==> src/rtl/snn_pkg.sv <==
// Shared types and arithmetic helpers for the spiking neuron fabric.
// Helpers work at a fixed 32-bit width, which covers POT_W + sum width for practical builds.
package snn_pkg;

   typedef enum logic {
      INTEGRATE = 1'b0,
      REFRAC    = 1'b1
   } neuron_state_t;

   localparam int ACC_W = 32;
   typedef logic signed [ACC_W-1:0] acc_t;

   function automatic acc_t sat_add(input acc_t a, input acc_t b,
                                    input acc_t lo, input acc_t hi);
      acc_t s;
      s = a + b;
      if (s > hi) return hi;
      if (s < lo) return lo;
      return s;
   endfunction

   // Moves p toward zero by at most amt; never crosses zero.
   function automatic acc_t leak(input acc_t p, input acc_t amt);
      if (p > 0) return (p > amt) ? (p - amt) : '0;
      if (p < 0) return (-p > amt) ? (p + amt) : '0;
      return '0;
   endfunction

endpackage

==> src/rtl/syn_weight_sum.sv <==
// Masked signed weight summation: adds weight[i] for every set axon bit.
module syn_weight_sum #(
   parameter int NUM_SYN  = 4,
   parameter int WEIGHT_W = 4,
   localparam int SUM_W   = WEIGHT_W + $clog2(NUM_SYN) + 1
) (
   input  logic [NUM_SYN-1:0][WEIGHT_W-1:0] weight,
   input  logic [NUM_SYN-1:0]               axon,
   output logic signed [SUM_W-1:0]          sum
);

   always_comb begin
      sum = '0;
      for (int i = 0; i < NUM_SYN; i++) begin
         if (axon[i]) sum = sum + SUM_W'($signed(weight[i]));
      end
   end

endmodule

==> src/rtl/lif_neuron.sv <==
// Leaky integrate-and-fire neuron: writable weight bank, saturating leaky potential,
// one-cycle registered spike and a programmable refractory period.
module lif_neuron
   import snn_pkg::*;
#(
   parameter int NUM_SYN    = 4,
   parameter int WEIGHT_W   = 4,
   parameter int POT_W      = 8,
   parameter int THRESHOLD  = 100,
   parameter int LEAK       = 1,
   parameter int REFRACTORY = 3,
   localparam int ADDR_W    = (NUM_SYN > 1) ? $clog2(NUM_SYN) : 1
) (
   input  logic                clk_i,
   input  logic                rst_i,
   input  logic                wr_en_i,
   input  logic [ADDR_W-1:0]   wr_addr_i,
   input  logic [WEIGHT_W-1:0] wr_data_i,
   input  logic [NUM_SYN-1:0]  axon_i,
   output logic                spike_o,
   output logic [POT_W-1:0]    potential_o,
   output logic                refrac_o
);

   localparam int   SUM_W   = WEIGHT_W + $clog2(NUM_SYN) + 1;
   localparam int   CNT_W   = (REFRACTORY > 0) ? $clog2(REFRACTORY + 1) : 1;
   localparam acc_t POT_MAX = (acc_t'(1) <<< (POT_W - 1)) - acc_t'(1);
   localparam acc_t POT_MIN = -(acc_t'(1) <<< (POT_W - 1));

   // No handshake: axon_i and the write port are sampled at every rising edge.
   logic [NUM_SYN-1:0][WEIGHT_W-1:0] weight_q;
   logic signed [SUM_W-1:0]          syn_sum;

   neuron_state_t           state_q, state_d;
   logic [CNT_W-1:0]        cnt_q, cnt_d;
   logic signed [POT_W-1:0] pot_q, pot_d;
   logic                    spike_q, spike_d;
   acc_t                    cand;

   always_ff @(posedge clk_i or posedge rst_i) begin
      if (rst_i) begin
         weight_q <= '0;
      end else if (wr_en_i && (32'(wr_addr_i) < NUM_SYN)) begin
         weight_q[wr_addr_i] <= wr_data_i;
      end
   end

   // Reads the pre-write bank, so a same-edge write only affects later cycles.
   syn_weight_sum #(
      .NUM_SYN (NUM_SYN),
      .WEIGHT_W(WEIGHT_W)
   ) u_sum (
      .weight(weight_q),
      .axon  (axon_i),
      .sum   (syn_sum)
   );

   assign cand = sat_add(leak(acc_t'(pot_q), acc_t'(LEAK)), acc_t'(syn_sum), POT_MIN, POT_MAX);

   always_ff @(posedge clk_i or posedge rst_i) begin
      if (rst_i) begin
         state_q <= INTEGRATE;
         cnt_q   <= '0;
         pot_q   <= '0;
         spike_q <= 1'b0;
      end else begin
         state_q <= state_d;
         cnt_q   <= cnt_d;
         pot_q   <= pot_d;
         spike_q <= spike_d;
      end
   end

   always_comb begin
      state_d = state_q;
      cnt_d   = cnt_q;
      pot_d   = pot_q;
      spike_d = 1'b0;
      case (state_q)
         INTEGRATE: begin
            if (cand >= acc_t'(THRESHOLD)) begin
               pot_d   = '0;
               spike_d = 1'b1;
               if (REFRACTORY > 0) begin
                  state_d = REFRAC;
                  cnt_d   = CNT_W'(REFRACTORY);
               end
            end else begin
               pot_d = cand[POT_W-1:0];
            end
         end
         REFRAC: begin
            // Axons ignored and no leak; potential parked at zero until the count expires.
            pot_d = '0;
            cnt_d = cnt_q - CNT_W'(1);
            if (cnt_q == CNT_W'(1)) state_d = INTEGRATE;
         end
         default: state_d = INTEGRATE;
      endcase
   end

   assign spike_o     = spike_q;
   assign potential_o = pot_q;
   assign refrac_o    = (state_q == REFRAC);

endmodule

==> config.mk <==
export PLATFORM = sky130hd
export DESIGN_NAME = lif_neuron
export DESIGN_NICKNAME = d
export VERILOG_FILES = /design/src/rtl/snn_pkg.sv /design/src/rtl/syn_weight_sum.sv /design/src/rtl/lif_neuron.sv
export SDC_FILE = /design/constraint.sdc
export NUM_CORES = 1
export LEC_CHECK = 0
export CAP_MARGIN = 20
export CELL_PAD_IN_SITES_DETAIL_PLACEMENT = 0
export CELL_PAD_IN_SITES_GLOBAL_PLACEMENT = 1
export CORE_MARGIN = 2
export CORE_UTILIZATION = 54
export CTS_BUF_LIST = sky130_fd_sc_hd__clkbuf_16
export CTS_CLUSTER_DIAMETER = 60
export CTS_CLUSTER_SIZE = 14
export DETAILED_ROUTE_END_ITERATION = 16
export DONT_BUFFER_PORTS = 1
export PLACE_DENSITY = 0.84
export SLEW_MARGIN = 30
export SYNTH_ARGS = -nofsm -noshare
export SYNTH_HDL_FRONTEND = slang
export SYNTH_HIERARCHICAL = 1
export SYNTH_SLANG_ARGS = --single-unit
==> constraint.sdc <==
create_clock -name clk_i -period 21.8 [get_ports clk_i]
set_input_delay 4.36 -clock clk_i [delete_from_list [all_inputs] [get_ports clk_i]]
set_output_delay 4.36 -clock clk_i [all_outputs]
set_load 0.05 [all_outputs]
==> results.toml, run 1 <==
[critical_path]
path_class = "input port to flop"
cp_slowest_stage_delay_ps = 600
worstReg2RegStart = "weight_q[0]$_DFFE_PP0P_"
critPathTopFamily = "compound AO/OA/AOI/OAI gates"
worstPathArrival_ps = 12360
path_buf_inv = 3
required_ps = 21910
critPathLaunchType = "input port"
endpoint_kind = "flop"
critPathMaxFanout = 11
cpMaxStageDelayCell = "or4b_2"
crit_path_frequent_cell = "ha_1"
startpoint = "axon_i[0]"

[sta]
rsz0062_at_grt = "no"
slew_viol_final = 0
tns_ps = 0
worstMarginPinSlew_ps = 876
fmax_mhz = 81.6
slew_headroom = 0.416
finalCriticalPeriod_ps = 12250
holdWs_ps = 529
post-route-period-util = 0.562
finalHoldViolations = 0
finalClockSkew_ps = 7.05
setup_viol = 0

[clock_network]
post_cts_resized = 0
cts_setup_buffers = 0
clockBufferDepth = 2
numCtsBuffers = 3
clkTransAtPathRegs_ps = 70
cts_htree_levels = 1
cts_hold_buf = 0
clock_latency_ps = 260
cts_tree = "built"
clock-sinks = 28
clockRootBuffer = "clkbuf_16"

[global_routing]
grt_usage = 0.232
grt_pass1_wl_mm = 14.2
grt.overflow.total = 0
antenna_found_initial = 0
grt_max_degree = 29
grt_pass1_vias = 2863

[place]
port_buffers = 0
place.gp.congestion = 0.877
place_inst = 484
hpwl_mm = 6.54

[synthesis]
synth-compound-area-share = 0.237
synth_flop_cell = "dfrtp_1"
yosys_warnings = 6
avgSynthCellArea_sq_um = 8.81
synth-seq-area-share = 0.190
syn_area_sq_um = 3680
synth_edf_count = 0
async_reset_ff_frac = 1.00
synth_top_family_by_area = "compound AO/OA/AOI/OAI gates"
ys_ff_latch = 28
synthXorXnorAreaFrac = 0.0333
synth_top_area_share = 0.190
synthAdderAreaFrac = 0.209
synthDistinctLibCells = 76
synthCells = 418
synth_simple_gate_area_frac = 0.188
synth.area.top_cells = "dfrtp_1 (19%), ha_1 (13%), fa_1 (7.6%)"
synth_mux_area_frac = 0.0799
synth_top_area_cell = "dfrtp_1"
syn_nets = 484

[finish]
diodes = 0
instances_no_fill = 488
drive_above_1_share = 0.120
nNetsFinal = 475
area_growth_pct = 1.97

[die]
die_h_microns = 86.6
fp-row-count = 30
die_area_sq_um = 7490
ioPinCount = 23
core_sq_um = 6680
initial_core_util = 0.551
die_width_microns = 86.6

[drt]
met2WireLength_mm = 3.71
vias = 3160
wire_per_inst_microns = 17.0
detail-route-antenna-nets = 0
dr.pass1.iters = 5
drt_iter0_drc = 180
vias_per_cell = 6.48
top_layer = "met4"
drc = 0
wl_met1_mm = 4.11
wirelength_mm = 8.29
dr_wl_met3_microns = 442

[run]
maxCapViolations = 0

[min_path]
hp-class = "flop to flop"
min_from = "weight_q[14]$_DFFE_PP0P_"

[outcome]
status = "finished, final reports clean"
logic make-up (layout without fill, tap and decap cells):
logic type	count (synthesis)	after routing
adder cells (fa/ha/maj)	53	53
AO/OA/AOI/OAI	125	125
XOR/XNOR	14	14
flip-flops	28	28
buffers and inverters	45	35
multiplexers	26	26
AND/OR/NAND/NOR	127	127
worst register-to-register path: cells and delay by family (launching register included):
family	cells	cell delay, ps
flops	1	390
buf+inv	3	460
xor+xnor	3	340
fa+ha+maj	7	2370
simple gates	7	1950
mux	1	260
compound gates	10	2670
flip-flops by register name, indices dropped and copies added (netlist names):
| name | cells |
|---|---|
| refrac_o | 1 |
| weight_q | 16 |
| cnt_q | 2 |
| spike_o | 1 |
| potential_o | 8 |
cells in the final DEF (no fill, tap or decap), types with 13 or more instances in the layout:
master and instances:
nor2_1 23, a21oi_1 36, o21ai_0 18, inv_1 28, ha_1 39, dfrtp_1 28
mux2_2 23, nand2_1 31, fa_1 14, xnor2_1 13
through the flow:
step,instance area [sq um],setup WS [ps],util
3_3_place_gp,3670,9590,0.550
6_report,3750,9550,0.562
2_1_floorplan,3680,9090,-
3_5_place_dp,3670,9340,0.550
4_1_cts,3750,9610,0.562
5_1_grt,3750,8860,0.562
synthesized netlist by cell type (3+ instances only):
cell type	count
nand3b_1	3
nor3_1	7
o22ai_1	4
a21oi_1	36
o21a_1	3
and3_1	3
a21oi_2	3
xnor2_1	13
a2111oi_0	5
nand2_1	31
nand2b_1	5
or4_1	3
inv_1	29
nor4_1	6
ha_1	39
nand4_1	5
nor2b_1	5
dfrtp_1	28
fa_1	14
a211oi_1	5
nor2_1	23
o21ai_0	18
a21o_1	8
clkbuf_1	5
mux2_2	23
o211ai_1	7
nor4b_1	4
a31oi_1	6
buf_6	4
nand3_1	12
layer usage:
metal  vias to the layer above  track usage
met5                         -            0
met4                         0       0.0241
li1                       1548            -
met2                        81        0.363
met3                         5       0.0267
met1                      1526        0.358
final cells by class:
class	instances	area [sq um]
Fill cell	613	2930
Multi-Input combinational cell	345	2750
Sequential cell	28	701
Inverter	29	109
Tap cell	80	100
Clock buffer	3	75.1
Timing Repair Buffer	2	15.0
Clock inverter	1	3.75
path summary, 6_finish.rpt:
kind / to / slack (ps) / cells past startpoint
setup / recovery: potential_o[1]$_DFF_PP0_ / 9550 / 31
hold / removal: weight_q[14]$_DFFE_PP0P_ / 530 / 1
setup reg to reg: potential_o[1]$_DFF_PP0_ / 13220 / 31
hold reg to reg: weight_q[14]$_DFFE_PP0P_ / 530 / 1
max in group asynchronous: weight_q[11]$_DFFE_PP0P_ / 17390 / 1
min in group asynchronous: spike_o$_DFF_PP0_ / 4030 / 1
Power of run 1 is left out: the tool's default activity adds up to more than one toggle a clock period on the data nets, which glitch-free logic cannot reach.
==> run 2: changes to the inputs <==
- CORE_UTILIZATION: 54 -> 50
- PLACE_DENSITY: 0.84 -> 0.78
- clock period: 21.8 -> 11.4 ns (I/O delays scaled with it)
==> run 2 against run 1 <==
  * Non-clock buffer count unchanged
  * Register-to-register slack got worse by 10000 ps
  * Clock skew decreased by 4.8 ps
  * Routed wire length about the same
  * Cell area is 1.5% higher
  * Critical path type unchanged
  * Largest cell class unchanged
==> results.toml, run 2 (synthesis results as in run 1) <==
[clock_network]
clock_latency_ps = 260
cts_htree_levels = 1
post_cts_resized = 0
clockBufferDepth = 2
clkTransAtPathRegs_ps = 60
cts_hold_buf = 0
cts_tree = "built"
numCtsBuffers = 3
clock-sinks = 28
cts_setup_buffers = 0
clockRootBuffer = "clkbuf_16"

[finish]
largest-register = "weight_q"
largest_register_ffs = 16
drive_above_1_share = 0.125
area_growth_pct = 3.54
multi_input_area_sq_um = 2760
regArea_sq_um = 701
final_cell_mix = "ha_1 (39), a21oi_1 (36), nand2_1 (31), inv_1 (28), dfrtp_1 (28)"
nNetsFinal = 475
final_common_cell = "ha_1"
diodes = 0
filler_cell_count = 667

[global_routing]
use_met2 = 0.313
grt_max_degree = 29
grt_pass1_wl_mm = 14.2
gr-usage-met1 = 0.329
busiest_layer = "met1"
grt_pass1_vias = 2890
grt_use_met3 = 0.0193
grt.overflow.total = 0
grt_usage = 0.208
antenna_found_initial = 0

[sta]
finalCriticalPeriod_ps = 10040
holdWs_ps = 530
setup_viol = 0
finalClockSkew_ps = 2.25
tns_ps = 0
worstMarginPinSlew_ps = 869
slew_headroom = 0.415
finalWorstSetupSlack_ps = 1360
post-route-period-util = 0.881
finalHoldViolations = 0
fmax_mhz = 99.6
rsz0062_at_grt = "no"
slew_viol_final = 0

[drt]
wirelength_mm = 8.28
vias = 3062
drc = 0
drt_iter0_drc = 108
dr.pass1.iters = 4
vias_per_cell = 6.04
detail-route-antenna-nets = 0
wire_per_inst_microns = 16.3

[die]
fp-row-count = 31
core_sq_um = 7180
initial_core_util = 0.513
die_width_microns = 89.8
die_h_microns = 89.8
die_area_sq_um = 8060
ioPinCount = 23

[critical_path]
endpoint_kind = "flop"
worstReg2RegStart = "weight_q[0]$_DFFE_PP0P_"
path_class = "input port to flop"
path_buf_inv = 2
worstPathArrival_ps = 10140
cpMaxStageDelayCell = "or4b_2"
critPathTopFamily = "compound AO/OA/AOI/OAI gates"
startpoint = "axon_i[0]"
cp_slowest_stage_delay_ps = 580
required_ps = 11500
critPathMaxFanout = 9
critPathLaunchType = "input port"
crit_path_frequent_cell = "ha_1"

[min_path]
min_from = "cnt_q[0]$_DFFE_PP0P_"
hp-class = "flop to flop"

[place]
hpwl_mm = 6.49
place.gp.congestion = 0.870
pre_cts_ws_ps = 1200
port_buffers = 0

[run]
maxCapViolations = 0

[outcome]
status = "finished, final reports clean"
## run 2: through the flow
step                std cells   util  cell area [sq um]
floorplan                 418      -               3680
global placement          503  0.516               3710
detailed placement        503  0.516               3710
CTS                       507  0.531               3810
global route              507  0.531               3810
finish                    507  0.531               3810
## run 2: path summary, 6_finish.rpt
kind                                             to  slack [ps]  cells past startpoint
hold / removal                 cnt_q[0]$_DFFE_PP0P_         530                      1
hold reg to reg                cnt_q[0]$_DFFE_PP0P_         530                      1
max in group asynchronous  potential_o[6]$_DFF_PP0_        9070                      1
min in group asynchronous   weight_q[0]$_DFFE_PP0P_        1950                      1
setup / recovery           potential_o[5]$_DFF_PP0_        1360                     30
setup reg to reg           potential_o[5]$_DFF_PP0_        2930                     30
## run 2: cell type report
type,instances,area share
clock inverter,1,0.00788
inverter,29,0.0286
multi-input combinational,345,0.724
timing repair buffer,2,0.00394
tap,99,0.0325
clock buffer,3,0.0197
sequential,28,0.184
## run 2: routing by layer
| layer | up-vias | wire length, microns |
|---|---|---|
| met5 | - | 0 |
| li1 | 1546 | - |
| met2 | 49 | 3500 |
| met4 | 0 | 53 |
| met3 | 5 | 329 |
| met1 | 1462 | 4390 |
## run 2: worst register-to-register path, delay by kind of cell (launching register included)
family                     cells  cell delay [ps]
xor gates and xnor gates       3              330
DFF                            1              400
AOI/OAI and AO/OA             10             2750
and+or+nand+nor                7             1940
muxes                          1              270
buffers and inverters          2              200
adders and majority gates      7             2430
Power of run 2 is left out for the same reason.
==> run 3: changes to the inputs <==
- CORE_UTILIZATION: 50 -> 52
- CTS_BUF_LIST: sky130_fd_sc_hd__clkbuf_16 -> sky130_fd_sc_hd__clkbuf_2
- PLACE_DENSITY: 0.78 -> 0.81
==> run 3 against run 2 <==
  * Core utilization increased by 1.6 points
  * Routed wire length decreased by 1.8%
  * Worst setup slack better by 51 ps
  * Cell count is 0.79% lower
  * Flip-flop and latch count stayed put
  * Critical path depth is 1 higher
  * Worst hold slack better by 8.3 ps
  * Register-to-register slack got worse by 70 ps
  * Critical endpoint is now potential_o[1]$_DFF_PP0_
==> results.toml, run 3 (synthesis results as in run 1) <==
[outcome]
status = "finished, final reports clean"

[critical_path]
critPathTopFamily = "compound AO/OA/AOI/OAI gates"
r2r_cells = 31
reg2reg_to = "potential_o[1]$_DFF_PP0_"
required_ps = 11630
startpoint = "axon_i[0]"
cp_slowest_stage_delay_ps = 580
rrSetupSlack_ps = 2860
path_depth = 31
worstReg2RegStart = "weight_q[0]$_DFFE_PP0P_"
critPathMaxFanout = 11
critPathLaunchType = "input port"
cpMaxStageDelayCell = "or4b_2"
crit_path_frequent_cell = "ha_1"
path_class = "input port to flop"
cp-endpoint = "potential_o[1]$_DFF_PP0_"
worstPathArrival_ps = 10220
path_buf_inv = 3
endpoint_kind = "flop"

[sta]
rsz0062_at_grt = "no"
post-route-period-util = 0.876
tns_ps = 0
worstMarginPinSlew_ps = 864
fmax_mhz = 100
slew_headroom = 0.419
setup_viol = 0
finalHoldViolations = 0
finalClockSkew_ps = 7.77
slew_viol_final = 0
finalCriticalPeriod_ps = 9990

[drt]
drt_iter0_drc = 163
detail-route-antenna-nets = 0
wire_per_inst_microns = 16.2
vias_per_cell = 6.14
wirelength_mm = 8.13
drc = 0
vias = 3088
dr.pass1.iters = 5

[global_routing]
grt_pass1_vias = 2990
grt_pass1_wl_mm = 14.3
antenna_found_initial = 0
grt_usage = 0.226
grt.overflow.total = 0
grt_max_degree = 29

[run]
maxCapViolations = 0

[finish]
largest_register_ffs = 16
largest-register = "weight_q"
drive_above_1_share = 0.123
final_cell_mix = "ha_1 (39), a21oi_1 (36), nand2_1 (31), inv_1 (28), dfrtp_1 (28)"
diodes = 0
area_growth_pct = 1.56
final_common_cell = "ha_1"
filler_cell_count = 640
nNetsFinal = 474

[place]
place.gp.congestion = 0.808
port_buffers = 0
hpwl_mm = 6.54

[clock_network]
cts_hold_buf = 0
numCtsBuffers = 3
cts_tree = "built"
post_cts_resized = 0
cts_setup_buffers = 0
clock-sinks = 28
cts_htree_levels = 1
clkTransAtPathRegs_ps = 240
clockBufferDepth = 2
clockRootBuffer = "clkbuf_2"
clock_latency_ps = 350

[die]
die_width_microns = 88.1
ioPinCount = 23
fp-row-count = 30
die_h_microns = 88.1
die_area_sq_um = 7770
core_sq_um = 6830
initial_core_util = 0.539

[min_path]
hp-class = "flop to flop"
## run 3: how the worst min path moves through the flow
stage	start	end	cells past startpoint
after floorplan	weight_q[0]$_DFFE_PP0P_	weight_q[0]$_DFFE_PP0P_	1
after global placement	weight_q[0]$_DFFE_PP0P_	weight_q[0]$_DFFE_PP0P_	1
after detailed placement	cnt_q[0]$_DFFE_PP0P_	cnt_q[0]$_DFFE_PP0P_	1
after CTS	cnt_q[0]$_DFFE_PP0P_	cnt_q[0]$_DFFE_PP0P_	1
after global routing	cnt_q[0]$_DFFE_PP0P_	cnt_q[0]$_DFFE_PP0P_	1
final	cnt_q[0]$_DFFE_PP0P_	cnt_q[0]$_DFFE_PP0P_	1
## run 3: cell type report
class,instances,area [sq um],share of cell area
flip-flops and latches,28,701,0.187
well taps,96,120,0.0321
inverters,29,109,0.0291
repair buffers,1,7.51,0.00201
multi-input cells,345,2760,0.737
clock inverters,1,30.0,0.00803
clock buffers,3,15.0,0.00402
## run 3: stage by stage
step                      setup slack, ps  instances  hold slack, ps  instance area [sq um]   util
final                                1410        503             539                   3740  0.547
after floorplan                       774        418             473                   3680      -
after CTS                            1440        503             538                   3740  0.547
after global routing                  849        503             576                   3740  0.547
after detailed placement             1080        499             508                   3690  0.541
after global placement               1230        499             516                   3690  0.540
## run 3: per-layer routing
layer  vias up  GRT usage  routed length (microns)
met1      1473      0.369                     4440
li1       1544          -                        -
met4         0     0.0358                       10
met3         2     0.0123                      325
met2        69      0.334                     3350
met5         -          0                        0
Power of run 3 is left out for the same reason.
